## src/rtl/pll_pkg.sv

```systemverilog
// Shared definitions for the PLL phase-shift responder.
// Contents: phase-counter select codes, the handshake state encoding, the
// default counter width and step count, and a helper that turns a select
// code into a per-counter enable mask (bit 0 = M, bits 1..5 = C0..C4).
package pll_pkg;

  localparam int PW_DEF     = 8;
  localparam int NSTEPS_DEF = 64;

  localparam logic [2:0] SEL_ALL = 3'b000;
  localparam logic [2:0] SEL_M   = 3'b001;
  localparam logic [2:0] SEL_C0  = 3'b010;
  localparam logic [2:0] SEL_C1  = 3'b011;
  localparam logic [2:0] SEL_C2  = 3'b100;
  localparam logic [2:0] SEL_C3  = 3'b101;
  localparam logic [2:0] SEL_C4  = 3'b110;
  localparam logic [2:0] SEL_BAD = 3'b111;

  typedef enum logic [1:0] {
    IDLE      = 2'd0,
    BUSY      = 2'd1,
    DONE_WAIT = 2'd2
  } state_e;

  // Select code to counter-enable mask; "all" covers C0..C4 only, never M.
  function automatic logic [5:0] sel_mask(input logic [2:0] sel);
    logic [5:0] m;
    case (sel)
      SEL_ALL: m = 6'b111110;
      SEL_M:   m = 6'b000001;
      SEL_C0:  m = 6'b000010;
      SEL_C1:  m = 6'b000100;
      SEL_C2:  m = 6'b001000;
      SEL_C3:  m = 6'b010000;
      SEL_C4:  m = 6'b100000;
      default: m = 6'b000000;
    endcase
    return m;
  endfunction

endpackage

```

## src/rtl/pll_phase_accum.sv

```systemverilog
// One modulo-NSTEPS up/down phase-position counter.
// Ports:
//   clk_i  - clock
//   rst_i  - asynchronous active-high reset
//   clr_i  - synchronous clear to 0 (wins over en_i)
//   en_i   - apply one step this cycle
//   up_i   - step direction, 1 = up, 0 = down
//   pos_o  - current position, 0..NSTEPS-1
module pll_phase_accum #(
  parameter int PW     = 8,
  parameter int NSTEPS = 64
) (
  input  logic          clk_i,
  input  logic          rst_i,
  input  logic          clr_i,
  input  logic          en_i,
  input  logic          up_i,
  output logic [PW-1:0] pos_o
);

  localparam logic [PW-1:0] MAXPOS = PW'(NSTEPS - 1);

  logic [PW-1:0] pos_q;
  logic [PW-1:0] pos_d;

  // Next position: clear, wrap-around step, or hold.
  always_comb begin
    pos_d = pos_q;
    if (clr_i) begin
      pos_d = '0;
    end else if (en_i) begin
      if (up_i) begin
        pos_d = (pos_q == MAXPOS) ? '0 : pos_q + PW'(1);
      end else begin
        pos_d = (pos_q == '0) ? MAXPOS : pos_q - PW'(1);
      end
    end else begin
      pos_d = pos_q;
    end
  end

  // Position register.
  always_ff @(posedge clk_i or posedge rst_i) begin
    if (rst_i) begin
      pos_q <= '0;
    end else begin
      pos_q <= pos_d;
    end
  end

  assign pos_o = pos_q;

endmodule

```

## src/rtl/pll_phase_responder.sv

```systemverilog
// PLL-side responder for the dynamic phase-shift / clock-switch handshake.
// scanclk and clkswitch are sampled as data in the clk domain; their rising
// edges drive the handshake and the clock-source toggle.
// Ports:
//   clk, reset          - system clock, asynchronous active-high reset
//   pll_areset          - synchronous PLL reset (clears positions/source)
//   phasecounterselect  - counter select (000 all C, 001 M, 010..110 C0..C4)
//   phaseupdown         - step direction, 1 = up
//   phasestep           - step request
//   scanclk             - phase-shift clock
//   clkswitch           - clock-source toggle request
//   phase_done          - 1 = idle/complete, 0 = step in progress
//   active_clksrc       - 0 = inclk0, 1 = inclk1
//   phase_pos           - packed positions, M in the low slice, then C0..C4
//   step_count          - completed steps, wrapping
//   err_badsel          - sticky: a step completed with select 111
module pll_phase_responder
  import pll_pkg::*;
#(
  parameter int PW       = PW_DEF,
  parameter int NSTEPS   = NSTEPS_DEF,
  parameter int DONE_LAT = 2
) (
  input  logic            clk,
  input  logic            reset,
  input  logic            pll_areset,
  input  logic [2:0]      phasecounterselect,
  input  logic            phaseupdown,
  input  logic            phasestep,
  input  logic            scanclk,
  input  logic            clkswitch,
  output logic            phase_done,
  output logic            active_clksrc,
  output logic [6*PW-1:0] phase_pos,
  output logic [15:0]     step_count,
  output logic            err_badsel
);

  localparam logic [3:0] LAT = 4'(DONE_LAT);

  state_e      state_q, state_d;
  logic        sc_q, cs_q;
  logic        armed_q, armed_d;
  logic [2:0]  sel_q, sel_d;
  logic        up_q, up_d;
  logic [3:0]  cnt_q, cnt_d;
  logic        done_q, done_d;
  logic        clksrc_q, clksrc_d;
  logic [15:0] steps_q, steps_d;
  logic        err_q, err_d;

  logic        sc_rise;
  logic        cs_rise;
  logic        apply_step;
  logic [5:0]  acc_en;

  assign sc_rise = scanclk & ~sc_q;
  assign cs_rise = clkswitch & ~cs_q;

  // Handshake FSM, arming, clock-source toggle and step bookkeeping.
  always_comb begin
    state_d    = state_q;
    armed_d    = armed_q;
    sel_d      = sel_q;
    up_d       = up_q;
    cnt_d      = cnt_q;
    done_d     = done_q;
    clksrc_d   = clksrc_q;
    steps_d    = steps_q;
    err_d      = err_q;
    apply_step = 1'b0;

    // A request must be seen low on a scanclk edge before another is taken.
    if (sc_rise && !phasestep) begin
      armed_d = 1'b1;
    end else begin
      armed_d = armed_q;
    end

    if (cs_rise) begin
      clksrc_d = ~clksrc_q;
    end else begin
      clksrc_d = clksrc_q;
    end

    case (state_q)
      IDLE: begin
        if (sc_rise && phasestep && armed_q) begin
          sel_d   = phasecounterselect;
          up_d    = phaseupdown;
          armed_d = 1'b0;
          cnt_d   = 4'd0;
          done_d  = 1'b0;
          state_d = BUSY;
        end else begin
          state_d = IDLE;
        end
      end
      BUSY: begin
        // Every scanclk edge counts toward the latency, whatever phasestep is.
        if (sc_rise) begin
          cnt_d = cnt_q + 4'd1;
          if ((cnt_q + 4'd1) == LAT) begin
            apply_step = 1'b1;
            done_d     = 1'b1;
            state_d    = DONE_WAIT;
          end else begin
            state_d = BUSY;
          end
        end else begin
          state_d = BUSY;
        end
      end
      DONE_WAIT: begin
        state_d = IDLE;
      end
      default: begin
        state_d = IDLE;
        done_d  = 1'b1;
      end
    endcase

    // PLL reset abandons any step in flight and beats a same-cycle clkswitch.
    if (pll_areset) begin
      state_d    = IDLE;
      done_d     = 1'b1;
      clksrc_d   = 1'b0;
      armed_d    = 1'b0;
      apply_step = 1'b0;
    end else begin
      state_d = state_d;
    end

    if (apply_step) begin
      steps_d = steps_q + 16'd1;
      if (sel_q == SEL_BAD) begin
        err_d = 1'b1;
      end else begin
        err_d = err_q;
      end
    end else begin
      steps_d = steps_q;
    end
  end

  // Handshake and edge-detect registers.
  always_ff @(posedge clk or posedge reset) begin
    if (reset) begin
      state_q  <= IDLE;
      sc_q     <= 1'b0;
      cs_q     <= 1'b0;
      armed_q  <= 1'b0;
      sel_q    <= 3'b000;
      up_q     <= 1'b0;
      cnt_q    <= 4'd0;
      done_q   <= 1'b1;
      clksrc_q <= 1'b0;
      steps_q  <= 16'd0;
      err_q    <= 1'b0;
    end else begin
      state_q  <= state_d;
      sc_q     <= scanclk;
      cs_q     <= clkswitch;
      armed_q  <= armed_d;
      sel_q    <= sel_d;
      up_q     <= up_d;
      cnt_q    <= cnt_d;
      done_q   <= done_d;
      clksrc_q <= clksrc_d;
      steps_q  <= steps_d;
      err_q    <= err_d;
    end
  end

  assign acc_en = sel_mask(sel_q) & {6{apply_step}};

  for (genvar i = 0; i < 6; i++) begin : g_acc
    pll_phase_accum #(
      .PW    (PW),
      .NSTEPS(NSTEPS)
    ) u_acc (
      .clk_i(clk),
      .rst_i(reset),
      .clr_i(pll_areset),
      .en_i (acc_en[i]),
      .up_i (up_q),
      .pos_o(phase_pos[i*PW +: PW])
    );
  end

  assign phase_done    = done_q;
  assign active_clksrc = clksrc_q;
  assign step_count    = steps_q;
  assign err_badsel    = err_q;

endmodule

```

## config.mk

```make
export PLATFORM = sky130hd
export DESIGN_NAME = pll_phase_responder
export DESIGN_NICKNAME = d
export VERILOG_FILES = /design/src/rtl/pll_pkg.sv /design/src/rtl/pll_phase_accum.sv /design/src/rtl/pll_phase_responder.sv
export SDC_FILE = /design/constraint.sdc
export NUM_CORES = 1
export LEC_CHECK = 0
export BUFFER_PORTS_ARGS = -buffer_cell sky130_fd_sc_hd__buf_2
export CELL_PAD_IN_SITES_DETAIL_PLACEMENT = 0
export CELL_PAD_IN_SITES_GLOBAL_PLACEMENT = 1
export CORE_MARGIN = 2
export CORE_UTILIZATION = 48
export DETAILED_ROUTE_END_ITERATION = 10
export MAX_ROUTING_LAYER = met4
export PLACE_DENSITY = 0.86
export RECOVER_POWER = 50
export SLEW_MARGIN = 20
export SYNTH_ARGS = -nofsm -noshare
export SYNTH_HDL_FRONTEND = slang
export SYNTH_SLANG_ARGS = --single-unit
export TNS_END_PERCENT = 10
```

## constraint.sdc

```tcl
create_clock -name clk -period 4 [get_ports clk]
set_clock_uncertainty 0.2 [all_clocks]
set_input_delay 0.2 -clock clk [delete_from_list [all_inputs] [get_ports clk]]
set_output_delay 0.2 -clock clk [all_outputs]
set_load 0.05 [all_outputs]
```

==> impl_metrics.env, run 1 <==
export IMPL_status="finished, violations left"
export IMPL_violations="capacitance limit, slew limit"
export IMPL_clk_latency_ns=0.34
export IMPL_areaGrowthSynthToFinish_pct=12.0
export IMPL_drive_gt1_frac=0.0794
export IMPL_cts_buffer_depth=2
export IMPL_avgSynthCellArea_um2=8.52
export IMPL_rsz0062_at_grt="no"
export IMPL_drt_pass1_iterations=5
export IMPL_cts_buffers=9
export IMPL_async_flop_share=1.00
export IMPL_initial_utilization=0.489
export IMPL_postRouteAntennaNets=0
export IMPL_grt_max_degree=45
export IMPL_critPathArrivalTime_ns=2.88
export IMPL_wirelength_mm=15.1
export IMPL_cts_tree="yes"
export IMPL_tightestPinTransition_ns=1.75
export IMPL_drt_iter0_markers=502
export IMPL_worstSetupPathType="input port to asynchronous set/reset pin"
export IMPL_gp_congestion=0.855
export IMPL_yosysTopAreaCellShare=0.339
export IMPL_fin_tns_setup_ns=0
export IMPL_layout_cells_non_filler=890
export IMPL_n_antenna_cell=0
export IMPL_place_inst=866
export IMPL_post_drt_wl_per_cell_um=17.0
export IMPL_finalPower_mw=2.13
export IMPL_hold_buffers=8
export IMPL_via_per_inst=6.09
export IMPL_cts_resized=0
export IMPL_ys_seq_area_frac=0.344
export IMPL_drc=0
export IMPL_start_kind="input port"
export IMPL_synth_nets=715
export IMPL_finalCritPeriodShare=0.715
export IMPL_nNetsFinal=769
export IMPL_finalHoldViolations=0
export IMPL_grt_pass1_wl_mm=25.8
export IMPL_ys_seq_elements=80
export IMPL_ir_drop_mv=0.180
export IMPL_die_h_um=114
export IMPL_critPathCaptureType="asynchronous set/reset pin"
export IMPL_synth_top_area_cell="dfrtp_1"
export IMPL_hold_slack_ns=0.157
export IMPL_h_tree_depth=3
export IMPL_slew_violations=38
export IMPL_core_area_mm2=0.0119
export IMPL_syn_cell_area_mm2=0.00583
export IMPL_min_period_ns=2.86
export IMPL_io_pins=77
export IMPL_crit_fanout=44
export IMPL_synth_flop_cell="dfrtp_1"
export IMPL_die_x_um=114
export IMPL_hold_class="input port to flip-flop"
export IMPL_grt_ovfl_total=0
export IMPL_setup_viol=0
export IMPL_r2r_slack_ns=1.48
export IMPL_die_area_mm2=0.0130
export IMPL_powerDensity_mw_per_mm2=326
export IMPL_dp_hpwl_mm=10.3
export IMPL_synth_area_top_cells="dfrtp_1 34%, xnor2_1 4.8%, nand2_1 4.8%, ha_1 4.5%, o21ai_0 3.5%"
export IMPL_timing_final_ws_setup_ns=1.14
export IMPL_clockRootBuffer="clkbuf_16"
export IMPL_clkSinkCount=80
export IMPL_cp_required_ns=4.02
export IMPL_track_usage=0.250
export IMPL_antenna_found_initial=0
export IMPL_yosys_warnings=0
export IMPL_netlist_instances=684
export IMPL_synth_edff_count=0
export IMPL_total_leakage_power_nw=2.66
export IMPL_drv_cap=1
export IMPL_vias=5416
export IMPL_preCtsSetupSlack_ns=1.35
export IMPL_cts_setup_buffers=0
export IMPL_portBuffers=76
export IMPL_grt_pass1_vias=5193
export IMPL_ys_types=78
export IMPL_rows=40
export IMPL_max_freq_ghz=0.350
export IMPL_clk_pin_slew_worst_paths_ns=0.06
export IMPL_slew_headroom=-0.171
-- logic make-up after synthesis --
kind of cell    after synthesis  synth area share
xor+xnor                     44            0.0661
mux                          21            0.0399
simple gates                284             0.266
buf+inv                      75            0.0541
flops                        80             0.344
fa+ha+maj                    21            0.0451
compound gates              159             0.185
-- sequential cells by signal, indices dropped and copies added, names as in the netlist --
name,flops
step_count,16
err_badsel,1
sc_q,1
cnt_q,4
cs_q,1
up_q,1
state_q,2
phase_done,1
armed_q,1
g_acc.u_acc.pos_o,48
active_clksrc,1
sel_q,3
-- per-stage QoR --
| stage | instance area, um^2 | util |
|---|---|---|
| after floorplan | 5830 | - |
| after global placement | 6220 | 0.522 |
| after detailed placement | 6220 | 0.522 |
| after CTS | 6610 | 0.555 |
| after global routing | 6530 | 0.548 |
| final | 6530 | 0.548 |
-- layout make-up --
| cell class | count | area, um^2 |
|---|---|---|
| Multi-Input combinational cell | 529 | 3510 |
| Clock inverter | 3 | 65.1 |
| Clock buffer | 13 | 250 |
| Inverter | 31 | 118 |
| Fill cell | 1138 | 5390 |
| Sequential cell | 80 | 2000 |
| Tap cell | 147 | 184 |
| Timing Repair Buffer | 87 | 394 |
-- where the power goes --
group | switching, mW | internal [mW] | leakage, nW
sequential | 0.0383 | 0.826 | 1.10
combinational | 0.239 | 0.124 | 1.40
clock | 0.335 | 0.564 | 0.154
total | 0.612 | 1.51 | 2.66
-- final timing paths --
check | startpoint | end | depth (start not counted)
setup / recovery | reset | up_q | 4
hold / removal | pll_areset | g_acc[1].u_acc.pos_o[1] | 2
setup reg to reg | cnt_q[0] | g_acc[2].u_acc.pos_o[2] | 7
hold reg to reg | step_count[15] | step_count[15] | 1
max in group clk | cnt_q[0] | g_acc[2].u_acc.pos_o[2] | 7
min in group asynchronous | reset | g_acc[4].u_acc.pos_o[5] | 3
-- synthesized netlist by cell type, types with 5 or more instances --
library cell   n
a211oi_1       9
a21o_1         7
a21oi_1       30
a31oi_1        8
and2_1         5
and3_1         9
and4_1         6
buf_1          7
buf_2         14
clkbuf_1      19
dfrtp_1       79
ha_1          21
inv_1         28
mux2i_1       15
nand2_1       74
nand2b_1       6
nand3_1       36
nand3b_1       5
nand4_1       16
nor2_1        50
nor3_1        26
nor4_1        14
o21ai_0       41
o311ai_0       5
o31ai_1        5
or3_1          9
xnor2_1       32
xor2_1        12
-- worst max-delay path, cell delays in order --
cell           delay [ns]
dlygate4sd3_1        0.53
buf_2                0.12
clkinvlp_2           0.99
clkbuf_2             1.00
-- cell usage in the layout (no fill, tap or decap), types with 8 or more instances in the layout --
master / instances
dfrtp_1: 78
xor2_1: 12
o21ai_0: 41
clkbuf_16: 9
inv_1: 27
nand3_1: 36
mux2i_1: 15
nor4_1: 14
nor3_1: 26
and3_1: 9
or3_1: 9
clkbuf_1: 72
nand2_1: 74
a31oi_1: 8
nand4_1: 16
dlygate4sd3_1: 8
nor2_1: 50
xnor2_1: 32
ha_1: 21
a21oi_1: 30
a211oi_1: 9
-- per-layer routing --
layer	up-vias	wire, um	track usage
met5	-	0	-
met2	165	7250	0.390
li1	2609	-	-
met3	18	668	0.0344
met4	0	193	0.0862
met1	2624	6970	0.336
(Power assumes the default switching activity.)
==> run 2, diff against run 1 <==
- CORE_UTILIZATION: 48 -> 40
- PLACE_DENSITY: 0.86 -> 0.76
- clock period: 4 -> 2.5 ns (I/O delays scaled with it)
==> run 2 against run 1 <==
  * Global-route usage down 4.1 points
  * The run now ends clean
  * Highest routed layer unchanged
  * Utilization is 7.4 points lower
  * Sequential power up 62%
  * Hold slack got worse by 0.10 ns
  * Via count increased by 0.20%
==> impl_metrics.env, run 2 (same netlist as run 1, synthesis figures left out) <==
export IMPL_status="complete, no violations"
export IMPL_internal_power_mw=2.46
export IMPL_vias=5427
export IMPL_setup_viol=0
export IMPL_clk_latency_ns=0.35
export IMPL_reg2reg_from="cnt_q[0]"
export IMPL_antenna_found_initial=0
export IMPL_io_pins=77
export IMPL_fin_util=0.473
export IMPL_nNetsFinal=793
export IMPL_layout_cells_non_filler=951
export IMPL_finalPower_mw=3.45
export IMPL_worstSetupPathType="flip-flop to flip-flop"
export IMPL_die_area_mm2=0.0156
export IMPL_fin_tns_setup_ns=0
export IMPL_drt_iter0_markers=428
export IMPL_portBuffers=76
export IMPL_crit_path_start="cnt_q[0]"
export IMPL_powerDensity_mw_per_mm2=508
export IMPL_critPathArrivalTime_ns=2.38
export IMPL_track_usage=0.209
export IMPL_n_antenna_cell=0
export IMPL_r2r_end="g_acc[0].u_acc.pos_o[7]"
export IMPL_tightestPinTransition_ns=0.649
export IMPL_holdPathEnd="g_acc[1].u_acc.pos_o[1]"
export IMPL_timing_final_ws_setup_ns=0.155
export IMPL_register_area_mm2=0.00201
export IMPL_seq_power_share=0.405
export IMPL_h_tree_depth=3
export IMPL_die_h_um=125
export IMPL_preCtsSetupSlack_ns=0.0313
export IMPL_ir_drop_mv=0.471
export IMPL_drv_cap=0
export IMPL_drt_pass1_iterations=5
export IMPL_multi_input_area_mm2=0.00352
export IMPL_clkPwrFrac=0.421
export IMPL_dp_hpwl_mm=11.1
export IMPL_rows=44
export IMPL_via_per_inst=5.71
export IMPL_final_common_cell="dfrtp_1"
export IMPL_place_inst=926
export IMPL_n_fill_cell=1449
export IMPL_finalCritPeriodShare=0.938
export IMPL_slew_violations=0
export IMPL_crit_fanout=10
export IMPL_post_drt_wl_per_cell_um=16.4
export IMPL_grt_max_degree=77
export IMPL_clk_pin_slew_worst_paths_ns=0.06
export IMPL_worst_r2r_path_depth=7
export IMPL_wirelength_mm=15.6
export IMPL_largest_reg_flops=48
export IMPL_max_freq_ghz=0.426
export IMPL_postRouteAntennaNets=0
export IMPL_mostFrequentLayoutCells="76 x dfrtp_1, 74 x nand2_1, 68 x clkbuf_1"
export IMPL_cts_tree="yes"
export IMPL_grt_pass1_vias=5308
export IMPL_total_leakage_power_nw=2.79
export IMPL_grt_ovfl_total=0
export IMPL_clkSinkCount=80
export IMPL_drc=0
export IMPL_clockRootBuffer="clkbuf_16"
export IMPL_cts_buffer_depth=2
export IMPL_r2r_slack_ns=0.15
export IMPL_core_area_mm2=0.0144
export IMPL_slew_headroom=0.562
export IMPL_min_period_ns=2.35
export IMPL_power_frac_comb=0.174
export IMPL_hold_path_depth=2
export IMPL_cts_buffers=9
export IMPL_rsz0062_at_grt="no"
export IMPL_initial_utilization=0.406
export IMPL_critPathCaptureType="flip-flop"
export IMPL_grt_pass1_wl_mm=26.4
export IMPL_areaGrowthSynthToFinish_pct=16.7
export IMPL_drive_gt1_frac=0.116
export IMPL_switching_share=0.288
export IMPL_die_x_um=125
export IMPL_power_switching_mw=0.995
export IMPL_hold_class="input port to flip-flop"
export IMPL_finalHoldViolations=0
export IMPL_gp_congestion=0.902
export IMPL_min_from="pll_areset"
export IMPL_cp_required_ns=2.53
export IMPL_start_kind="flip-flop"
run 2: worst max path at each step:
stage | slack, ns | to | cells past startpoint
after floorplan | 0.12 | active_clksrc | 1
after global placement | 0.19 | g_acc[0].u_acc.pos_o[7] | 7
after detailed placement | 0.03 | g_acc[2].u_acc.pos_o[2] | 7
after CTS | 0.05 | g_acc[2].u_acc.pos_o[2] | 7
after global routing | 0.02 | g_acc[3].u_acc.pos_o[4] | 8
final | 0.15 | g_acc[0].u_acc.pos_o[7] | 7
run 2: layout make-up:
cell class | count | share of cell area
clock buffer | 10 | 0.0351
clock inverter | 6 | 0.0132
inverter | 31 | 0.0177
sequential | 80 | 0.295
multi-input combinational | 529 | 0.518
tap | 184 | 0.0338
timing repair buffer | 111 | 0.0872
run 2: per-layer routing:
layer  global-route usage  vias up  share of wire
met4               0.0516        0          0.015
met3               0.0447       20          0.041
met1                0.277     2627           0.48
met5                    -        -              0
met2                0.328      120           0.47
li1                     -     2660              -
run 2: metrics by stage:
stage / hold WS (ns) / area [um^2]
6_report: 0.0548 / 6800
3_3_place_gp: -0.201 / 6450
3_5_place_dp: -0.200 / 6450
2_1_floorplan: -0.0436 / 5830
4_1_cts: 0.0524 / 6870
5_1_grt: 0.0851 / 6800
run 2: worst max-delay path, cell delays in order, from the launching register on:
cell and delay, ns:
dfrtp_2 0.45, ha_2 0.24, nor4b_4 0.30, buf_4 0.17
a41oi_4 0.07, nor3_4 0.45, nor2_1 0.11, a22o_1 0.25
run 2: power groups by stage:
stage          Clock, mW  Sequential [mW]  Combinational, mW
4_1_cts             1.50             1.40              0.598
3_3_place_gp           0             1.42              0.580
6_report            1.45             1.40              0.601
3_5_place_dp           0             1.42              0.585
5_1_grt             1.56             1.41              0.671
2_1_floorplan          0             1.37              0.479
run 2: repair_timing:
item | 4_1_cts | 5_1_grt
endpoints found under the hold margin | 88 | 0
buffers inserted | 0 | 0
endpoints found under the setup margin | 0 | 23
hold buffers | 9 | 0
gates resized for setup | 0 | 5
